<file path="src/rtl/t0_tpdu_initiator.sv">
// Terminal-side ISO7816-3 T=0 TPDU engine: sends the 5-byte header, follows procedure bytes and moves data.
// Optional wait-time supervision is built only when T0_TIMEOUT_EN is defined.
module t0_tpdu_initiator #(
    parameter int TIMEOUT_W   = 22,
    parameter int WAIT_CYCLES = 3571200
) (
    input  logic        clk,
    input  logic        reset,
    input  logic        start,
    input  logic [39:0] header,
    input  logic        isWrite,
    output logic        busy,
    output logic        done,
    output logic [15:0] sw,
    output logic [1:0]  error,
    output logic [7:0]  txData,
    output logic        txValid,
    input  logic        txReady,
    input  logic [7:0]  rxData,
    input  logic        rxValid,
    output logic [7:0]  bufAddr,
    output logic [7:0]  bufWdata,
    output logic        bufWe,
    input  logic [7:0]  bufRdata
);

    typedef enum logic [2:0] {
        S_IDLE, S_HDR, S_PROC, S_TX_DATA, S_RX_DATA, S_SW2, S_DONE
    } state_t;

    state_t      state_q, state_d;
    logic [39:0] hdr_sh_q, hdr_sh_d;
    logic [7:0]  ins_q, ins_d;
    logic        is_write_q, is_write_d;
    logic [2:0]  hdr_idx_q, hdr_idx_d;
    logic [7:0]  idx_q, idx_d;
    logic [8:0]  rem_q, rem_d;
    logic        xfer_all_q, xfer_all_d;
    logic [15:0] sw_q, sw_d;
    logic [1:0]  error_q, error_d;
    logic        waiting;
    logic        timeout;

    assign waiting = (state_q == S_PROC) || (state_q == S_RX_DATA) || (state_q == S_SW2);

`ifdef T0_TIMEOUT_EN
    logic [TIMEOUT_W-1:0] wait_cnt_q, wait_cnt_d;

    always_comb begin
        wait_cnt_d = '0;
        if (waiting && !rxValid)
            wait_cnt_d = wait_cnt_q + 1'b1;
    end

    assign timeout = waiting && !rxValid && (wait_cnt_q == TIMEOUT_W'(WAIT_CYCLES - 1));

    always_ff @(posedge clk) begin
        if (reset) wait_cnt_q <= '0;
        else       wait_cnt_q <= wait_cnt_d;
    end
`else
    // Keeps the timing parameters referenced when no counter is built.
    logic [31:0] unused_cfg;
    assign unused_cfg = 32'(WAIT_CYCLES) ^ 32'(TIMEOUT_W);
    assign timeout    = 1'b0;
`endif

    // NOTE: every combinational output and next-state gets a default first, so no latch is inferred.
    always_comb begin
        state_d    = state_q;
        hdr_sh_d   = hdr_sh_q;
        ins_d      = ins_q;
        is_write_d = is_write_q;
        hdr_idx_d  = hdr_idx_q;
        idx_d      = idx_q;
        rem_d      = rem_q;
        xfer_all_d = xfer_all_q;
        sw_d       = sw_q;
        error_d    = error_q;
        txValid    = 1'b0;
        txData     = 8'h00;
        bufWe      = 1'b0;
        bufWdata   = 8'h00;

        unique case (state_q)
            S_IDLE: begin
                if (start) begin
                    hdr_sh_d   = header;
                    ins_d      = header[31:24];
                    is_write_d = isWrite;
                    hdr_idx_d  = 3'd0;
                    idx_d      = 8'd0;
                    rem_d      = (!isWrite && header[7:0] == 8'h00) ? 9'd256 : {1'b0, header[7:0]};
                    sw_d       = 16'h0000;
                    error_d    = 2'd0;
                    state_d    = S_HDR;
                end
            end
            S_HDR: begin
                txValid = 1'b1;
                txData  = hdr_sh_q[39:32];
                if (txReady) begin
                    hdr_sh_d  = {hdr_sh_q[31:0], 8'h00};
                    hdr_idx_d = hdr_idx_q + 3'd1;
                    if (hdr_idx_q == 3'd4)
                        state_d = S_PROC;
                end
            end
            S_PROC: begin
                if (rxValid) begin
                    if (rxData == 8'h60) begin
                        state_d = S_PROC;
                    end else if (rxData == ins_q || rxData == ~ins_q) begin
                        if (rem_q == 9'd0) begin
                            error_d = 2'd1;
                            sw_d    = {rxData, 8'h00};
                            state_d = S_DONE;
                        end else begin
                            xfer_all_d = (rxData == ins_q);
                            state_d    = is_write_q ? S_TX_DATA : S_RX_DATA;
                        end
                    end else if (rxData[7:4] == 4'h6 || rxData[7:4] == 4'h9) begin
                        sw_d[15:8] = rxData;
                        state_d    = S_SW2;
                    end else begin
                        error_d = 2'd1;
                        sw_d    = {rxData, 8'h00};
                        state_d = S_DONE;
                    end
                end
            end
            S_TX_DATA: begin
                txValid = 1'b1;
                txData  = bufRdata;
                if (txReady) begin
                    idx_d = idx_q + 8'd1;
                    rem_d = rem_q - 9'd1;
                    if (!xfer_all_q || rem_q == 9'd1)
                        state_d = S_PROC;
                end
            end
            S_RX_DATA: begin
                if (rxValid) begin
                    bufWe    = 1'b1;
                    bufWdata = rxData;
                    idx_d    = idx_q + 8'd1;
                    rem_d    = rem_q - 9'd1;
                    if (!xfer_all_q || rem_q == 9'd1)
                        state_d = S_PROC;
                end
            end
            S_SW2: begin
                if (rxValid) begin
                    sw_d[7:0] = rxData;
                    error_d   = 2'd0;
                    state_d   = S_DONE;
                end
            end
            S_DONE: state_d = S_IDLE;
            default: state_d = S_IDLE;
        endcase

        // A silent card overrides whatever the waiting state would have done.
        if (timeout) begin
            error_d = 2'd2;
            sw_d    = 16'h0000;
            state_d = S_DONE;
        end
    end

    // NOTE: sequential state uses non-blocking assignments only; reset is synchronous and wins over all inputs.
    always_ff @(posedge clk) begin
        if (reset) begin
            state_q    <= S_IDLE;
            hdr_sh_q   <= '0;
            ins_q      <= '0;
            is_write_q <= 1'b0;
            hdr_idx_q  <= '0;
            idx_q      <= '0;
            rem_q      <= '0;
            xfer_all_q <= 1'b0;
            sw_q       <= '0;
            error_q    <= '0;
        end else begin
            state_q    <= state_d;
            hdr_sh_q   <= hdr_sh_d;
            ins_q      <= ins_d;
            is_write_q <= is_write_d;
            hdr_idx_q  <= hdr_idx_d;
            idx_q      <= idx_d;
            rem_q      <= rem_d;
            xfer_all_q <= xfer_all_d;
            sw_q       <= sw_d;
            error_q    <= error_d;
        end
    end

    assign busy    = (state_q != S_IDLE) && (state_q != S_DONE);
    assign done    = (state_q == S_DONE);
    assign sw      = sw_q;
    assign error   = error_q;
    assign bufAddr = idx_q;

endmodule

</file>
<file path="config.mk">
export PLATFORM = sky130hd
export DESIGN_NAME = t0_tpdu_initiator
export DESIGN_NICKNAME = d
export VERILOG_FILES = /design/src/rtl/t0_tpdu_initiator.sv
export SDC_FILE = /design/constraint.sdc
export NUM_CORES = 1
export LEC_CHECK = 0
export CAP_MARGIN = 25
export CORE_MARGIN = 2
export CORE_UTILIZATION = 35
export CTS_CLUSTER_DIAMETER = 150
export CTS_CLUSTER_SIZE = 25
export DETAILED_ROUTE_END_ITERATION = 6
export PLACE_DENSITY = 0.67
export REMOVE_ABC_BUFFERS = 1
export SLEW_MARGIN = 20
export SYNTH_ARGS = -nofsm -noshare
export SYNTH_HDL_FRONTEND = slang
export SYNTH_SLANG_ARGS = --single-unit
</file>
<file path="constraint.sdc">
create_clock -name clk -period 2.2 [get_ports clk]
set_clock_uncertainty 0.15 [all_clocks]
set_input_delay 0.55 -clock clk [delete_from_list [all_inputs] [get_ports clk]]
set_output_delay 0.55 -clock clk [all_outputs]
set_load 0.01 [all_outputs]
</file>
# Yosys cells after proc, flatten, opt, wreduce, memory -nomap -nowiden
# Index checks and enable logic that the tools add are counted.
classes:
  addsub: 3
  mul: 0
  n_div: 0
  n_lt_le_gt_ge: 0
  n_eq_ne: 24
  shifts: 0
  n_mux: 52
  n_bitwise: 3
  n_reduce_logical: 23
ops:
  columns: ["operator", "count"]
  rows:
  - ["$mux 16", 5]
  - ["$mux 40", 2]
  - ["$pmux 40 s2", 1]
  - ["$mux 8", 7]
  - ["$pmux 8 s3", 2]
  - ["$mux 3", 14]
  - ["$mux 9", 4]
  - ["$pmux 8 s2", 2]
  - ["$pmux 9 s3", 1]
  - ["$pmux 3 s6", 1]
  - ["$eq 8x8->1", 2]
  - ["$mux 2", 8]
  - ["$ne 2x2->1 const B", 8]
  - ["$reduce_and 7->1", 2]
  - ["$eq 3x3->1 const B", 4]
  - ["$reduce_and 5->1", 2]
  - ["$eq 9x1->1 const B", 1]
  - ["$logic_not 9->1", 1]
  - ["$reduce_bool 3->1", 3]
  - ["$sub 9x1->9 const B", 1]
  - ["$add 8x1->8 const B", 1]
  - ["$eq 8x7->1 const B", 1]
  - ["$logic_not 8->1", 1]
  - ["$not 8->8", 1]
  - ["20 further kinds", 30]
word_totals:
  reg_bits: 91
  latchBits: 0
  mem_bits_rw: 0
  romBits: 0
  input_bits: 62
  mem_count: 0

# Longest topological paths before layout
# Gate-level depths: netlist of the first run.
logic_depth:
  depth_word: 7
  ltp_mapped: 9
  mapped_depth_nobuf: 7

# Worst setup path after synthesis of the first run
# No wires, ideal clock.
synth_path:
  path_kind: "input port to output port"
  startpoint: "input rxValid"
  endpoint: "output bufWdata[0]"
  arrival_time_ns: 1.643
  t_required_ns: 1.500
  path_slack_ns: -0.143
  path_stages: 4
  path_buffers: 1
  path_cell_list: "clkbuf_1 -> nand2_1 -> nor3_1 -> and2_1"
synth_via:
  elab_chain_len: 2
synth_lines:
  columns: ["element", "line_no", "source"]
  rows:
  - ["start: declaration", "20", "input logic rxValid,"]
  - ["$mux 8", "143", "if (rxValid) begin"]
  - ["$mux 8", "85", "unique case (state_q)"]
  - ["end: declaration", "22", "output logic [7:0] bufWdata,"]
# Every way passes these cells.

# Worst setup path in the final report of the first run
layout_path:
  startpoint: "input rxValid"
  endpoint: "register sw_q[7] (netlist: sw[7])"
layout_via:
  elab_chain_len: 2
  word_cells_on_any_way: 3
layout_lines:
  columns: ["element", "line_no", "source"]
  rows:
  - ["$ne 2x2->1 (no source line)", null, null]
  - ["$reduce_and 7->1 (no source line) (*)", null, null]
  - ["end signal: assignment", "193", "sw_q <= sw_d;"]
  - ["end: declaration", "39", "logic [15:0] sw_q, sw_d;"]
# Every way passes the cells marked *; elsewhere a longest branch is shown, timed or not.
# A chain may end at the register's enable or synchronous reset.

==> metrics.txt, run 1 <==
number of iterations in the first detailed-routing pass=4; number of endpoints with negative hold slack in the final report=0; cts bufs inserted=9; GRT Resource Usage Total=0.1892; most used cells in the layout excluding fill and tap cells=sky130_fd_sc_hd__dfxtp_1 (87), sky130_fd_sc_hd__clkdlybuf4s50_1 (75), sky130_fd_sc_hd__nor2_1 (73); Final Cell Area=0.006600 mm2; worst skew pair latency=0.34 ns; initial antenna violation count=0; final setup TNS=0 ns; clock period minus final worst setup slack=2.183 ns; Std-Cell Core Area=0.01262 mm2; num rows=41; detailed-route DRC error count=0; starting density of the core=0.3578; worst-case vdd ir drop=0.3943 mV; first-pass GRT wire length=21500 um; buffers from clock root to sink, at most=2; placed wire-length estimate=9612 um; routed vias/inst=5.064; final critical-path share of the clock period=0.9923; worst endpoint required time=2.31 ns; final setup fails=0; post-layout instance count excluding filler cells=864; Mapped Cells=541; hold path endpoint=sw[4]; I/O Pins=108; class of the tightest hold or removal check=reg -> reg; clock tree from TritonCTS=yes; Yosys Warn Count=0; First DRT Iteration DRCs=284; commonest non-fill, non-tap cell in the layout=sky130_fd_sc_hd__dfxtp_1; number of cell instances on the worst register-to-register path=13; remaining global-route overflow=0; source of the worst hold timing path=sw[4]; most frequently used flop master after synthesis=sky130_fd_sc_hd__dfxtp_1; Total Nets Final=755; die area=0.01383 mm2; worst-case headroom to the max-slew limit=0.5482; PD cells=885.4 mW/mm2; sequential element share of the synthesized area=0.3990; classification of the worst setup path=in -> reg; RR Endpoint=sw[7]; total vias in the final route=4375; Antenna Nets Post-Route=0; number of flops mapped to enable cells by yosys=0; routed wire length per instance=15.01 um; flip-flop and latch count after synthesis=90; library cells used by synthesis=52; placer's final routability congestion estimate=0.8238; critical path launch point type=input pin; layout cell share with drive strength beyond 1=0.1720; kind of capture point of the worst setup path=register; setup repair after global routing missed its margin=yes; beginning of the worst register-to-register path=state_q[2]; area after detailed placement=0.006105 mm2; overall die width=117.6 um; H-Tree Depth=3; CTS root buffer=sky130_fd_sc_hd__clkbuf_16; result of the run=finished, final reports clean; DIE HEIGHT=117.6 um; final cell utilization of the core=0.5230; Worst R2R Setup Slack=0.08 ns; async set-reset flop share out of synthesis=0; max-slew violation count=0; pin count of the biggest net entering global routing=57; quantity of I/O buffers inserted on ports=106; synthesized area=0.004516 mm2; arrival time of the worst setup path=2.29 ns; count of maximum capacitance violations=0; diode insertion count for antenna repair=0; number of buffers added to fix hold violations after cts=0; clock slew at the register clock pins of the worst setup and hold paths=0.06 ns; instance count along the most critical hold path=2; maximum fanout along the worst path=8; leakage power summed over all cells=2.531 nW; average footprint of a synthesized cell=8.347 um2; maximum achievable frequency=458.1 MHz; layout overhead on the synthesized area=46.16%; clk sink count=90; wire length after detailed routing=12970 um; transition time of the tightest slew-check pin=0.6778 ns; number of cells after detailed placement=832; vias in the first global route=4330
-- cell usage after synthesis (2+ instances only) --
cell | number | area [um2]
sky130_fd_sc_hd__xor2_1 | 6 | 52.55
sky130_fd_sc_hd__nand3b_1 | 2 | 15.01
sky130_fd_sc_hd__and2_1 | 10 | 62.56
sky130_fd_sc_hd__or3_1 | 7 | 43.79
sky130_fd_sc_hd__and3_1 | 2 | 12.51
sky130_fd_sc_hd__o21ai_0 | 22 | 110.1
sky130_fd_sc_hd__and3b_1 | 2 | 17.52
sky130_fd_sc_hd__nand2_1 | 61 | 229.0
sky130_fd_sc_hd__a2bb2oi_1 | 4 | 35.03
sky130_fd_sc_hd__o211ai_1 | 9 | 67.56
sky130_fd_sc_hd__nand2b_1 | 3 | 18.77
sky130_fd_sc_hd__nor3b_1 | 5 | 37.54
sky130_fd_sc_hd__inv_1 | 6 | 22.52
sky130_fd_sc_hd__a311o_1 | 2 | 20.02
sky130_fd_sc_hd__a31oi_1 | 3 | 18.77
sky130_fd_sc_hd__buf_1 | 4 | 15.01
sky130_fd_sc_hd__nand4b_1 | 6 | 52.55
sky130_fd_sc_hd__nor2b_1 | 5 | 31.28
sky130_fd_sc_hd__clkbuf_1 | 22 | 82.58
sky130_fd_sc_hd__mux2i_1 | 42 | 420.4
sky130_fd_sc_hd__buf_4 | 2 | 15.01
sky130_fd_sc_hd__nand4_1 | 5 | 31.28
sky130_fd_sc_hd__nand3_1 | 9 | 45.04
sky130_fd_sc_hd__nor4_1 | 7 | 43.79
sky130_fd_sc_hd__nor3_1 | 7 | 35.03
sky130_fd_sc_hd__a22oi_1 | 7 | 52.55
sky130_fd_sc_hd__dfxtp_1 | 90 | 1802
sky130_fd_sc_hd__ha_1 | 6 | 75.07
sky130_fd_sc_hd__o22ai_1 | 2 | 12.51
sky130_fd_sc_hd__nor2_1 | 73 | 274.0
sky130_fd_sc_hd__buf_2 | 13 | 65.06
sky130_fd_sc_hd__a21oi_1 | 34 | 170.2
sky130_fd_sc_hd__xnor2_1 | 10 | 87.58
sky130_fd_sc_hd__nor4bb_1 | 2 | 20.02
sky130_fd_sc_hd__a211oi_1 | 34 | 255.2
-- registers in the layout, indices dropped and copies added, names as in the netlist --
register	count
ins_q	8
xfer_all_q	1
is_write_q	1
hdr_idx_q	3
rem_q	9
sw	16
hdr_sh_q	40
bufAddr	8
state_q	3
error	1
-- power breakdown --
part	switching, mW	total, mW	leakage [nW]	internal, mW
clock	0.633	1.52	0.136	0.887
sequential	0.193	2.10	0.739	1.91
combinational	1.13	2.22	1.66	1.09
-- how the worst max path moves through the flow --
stage	startpoint	endpoint
final	rxValid	sw[7]
after global routing	rxValid	sw[7]
after CTS	rxValid	bufWdata[5]
after detailed placement	rxValid	bufWdata[1]
after global placement	rxValid	bufWdata[6]
after floorplan	state_q[1]	hdr_idx_q[2]
-- worst max-delay path, stage by stage --
cell and delay, ns:
sky130_fd_sc_hd__clkdlybuf4s15_1 0.21, sky130_fd_sc_hd__nand2_2 0.09, sky130_fd_sc_hd__buf_4 0.13, sky130_fd_sc_hd__buf_4 0.12, sky130_fd_sc_hd__buf_4 0.12, sky130_fd_sc_hd__buf_4 0.12, sky130_fd_sc_hd__buf_4 0.12, sky130_fd_sc_hd__buf_4 0.12
sky130_fd_sc_hd__buf_4 0.12, sky130_fd_sc_hd__buf_4 0.12, sky130_fd_sc_hd__nor3b_2 0.15, sky130_fd_sc_hd__buf_4 0.17, sky130_fd_sc_hd__nand2_1 0.06, sky130_fd_sc_hd__o21ai_1 0.08
-- per-layer routing --
layer	track usage	vias to the layer above	routed length, um
met2	0.3286	99	6414
li1	-	2235	-
met4	0.05346	0	197
met1	0.2384	2028	5814
met5	0	-	0
met3	0.03731	13	540
-- kinds of logic after synthesis --
family	count (synthesis)	synth area share
multiplexers	42	0.09310
XOR/XNOR	16	0.03103
AND/OR/NAND/NOR	208	0.2183
other	1	0.0008305
flip-flops	90	0.3990
buffers and inverters	47	0.04433
AO/OA/AOI/OAI	131	0.1967
adder cells (fa/ha/maj)	6	0.01662
-- per-stage QoR --
step / hold slack, ns / worst slack, ns / total power, mW
CTS: 0.3216 / 0.009718 / 5.827
detailed placement: 0.3130 / -0.6074 / 4.251
floorplan: 0.2800 / -4.182 / 3.351
global placement: 0.3019 / -0.5780 / 4.199
finish: 0.3100 / 0.01685 / 5.844
global route: 0.3255 / -0.07235 / 6.209
-- what timing repair did --
| item | in CTS | in global routing |
|---|---|---|
| setup buffers | 10 | 4 |
| resized for setup | 72 | 17 |
| pin swaps | 3 | 1 |
| setup endpoints to repair | 40 | 48 |
| gates cloned | 2 | 0 |
-- area by class of cell --
type                    instances  area (um2)
fillers                      1204        6020
multi-input cells             404        2638
flip-flops and latches         90        1810
repair buffers                176        1619
clock buffers                  11       232.7
well taps                     172       215.2
clock inverters                 5       62.56
inverters                       6       22.52
No activity file was read; power rests on OpenSTA's default activity.
==> run 2, diff against run 1 <==
CAP_MARGIN = 20   (was 25)
==> results of run 2 <==
Final layout, timing and power as in run 1 (identical DEF).
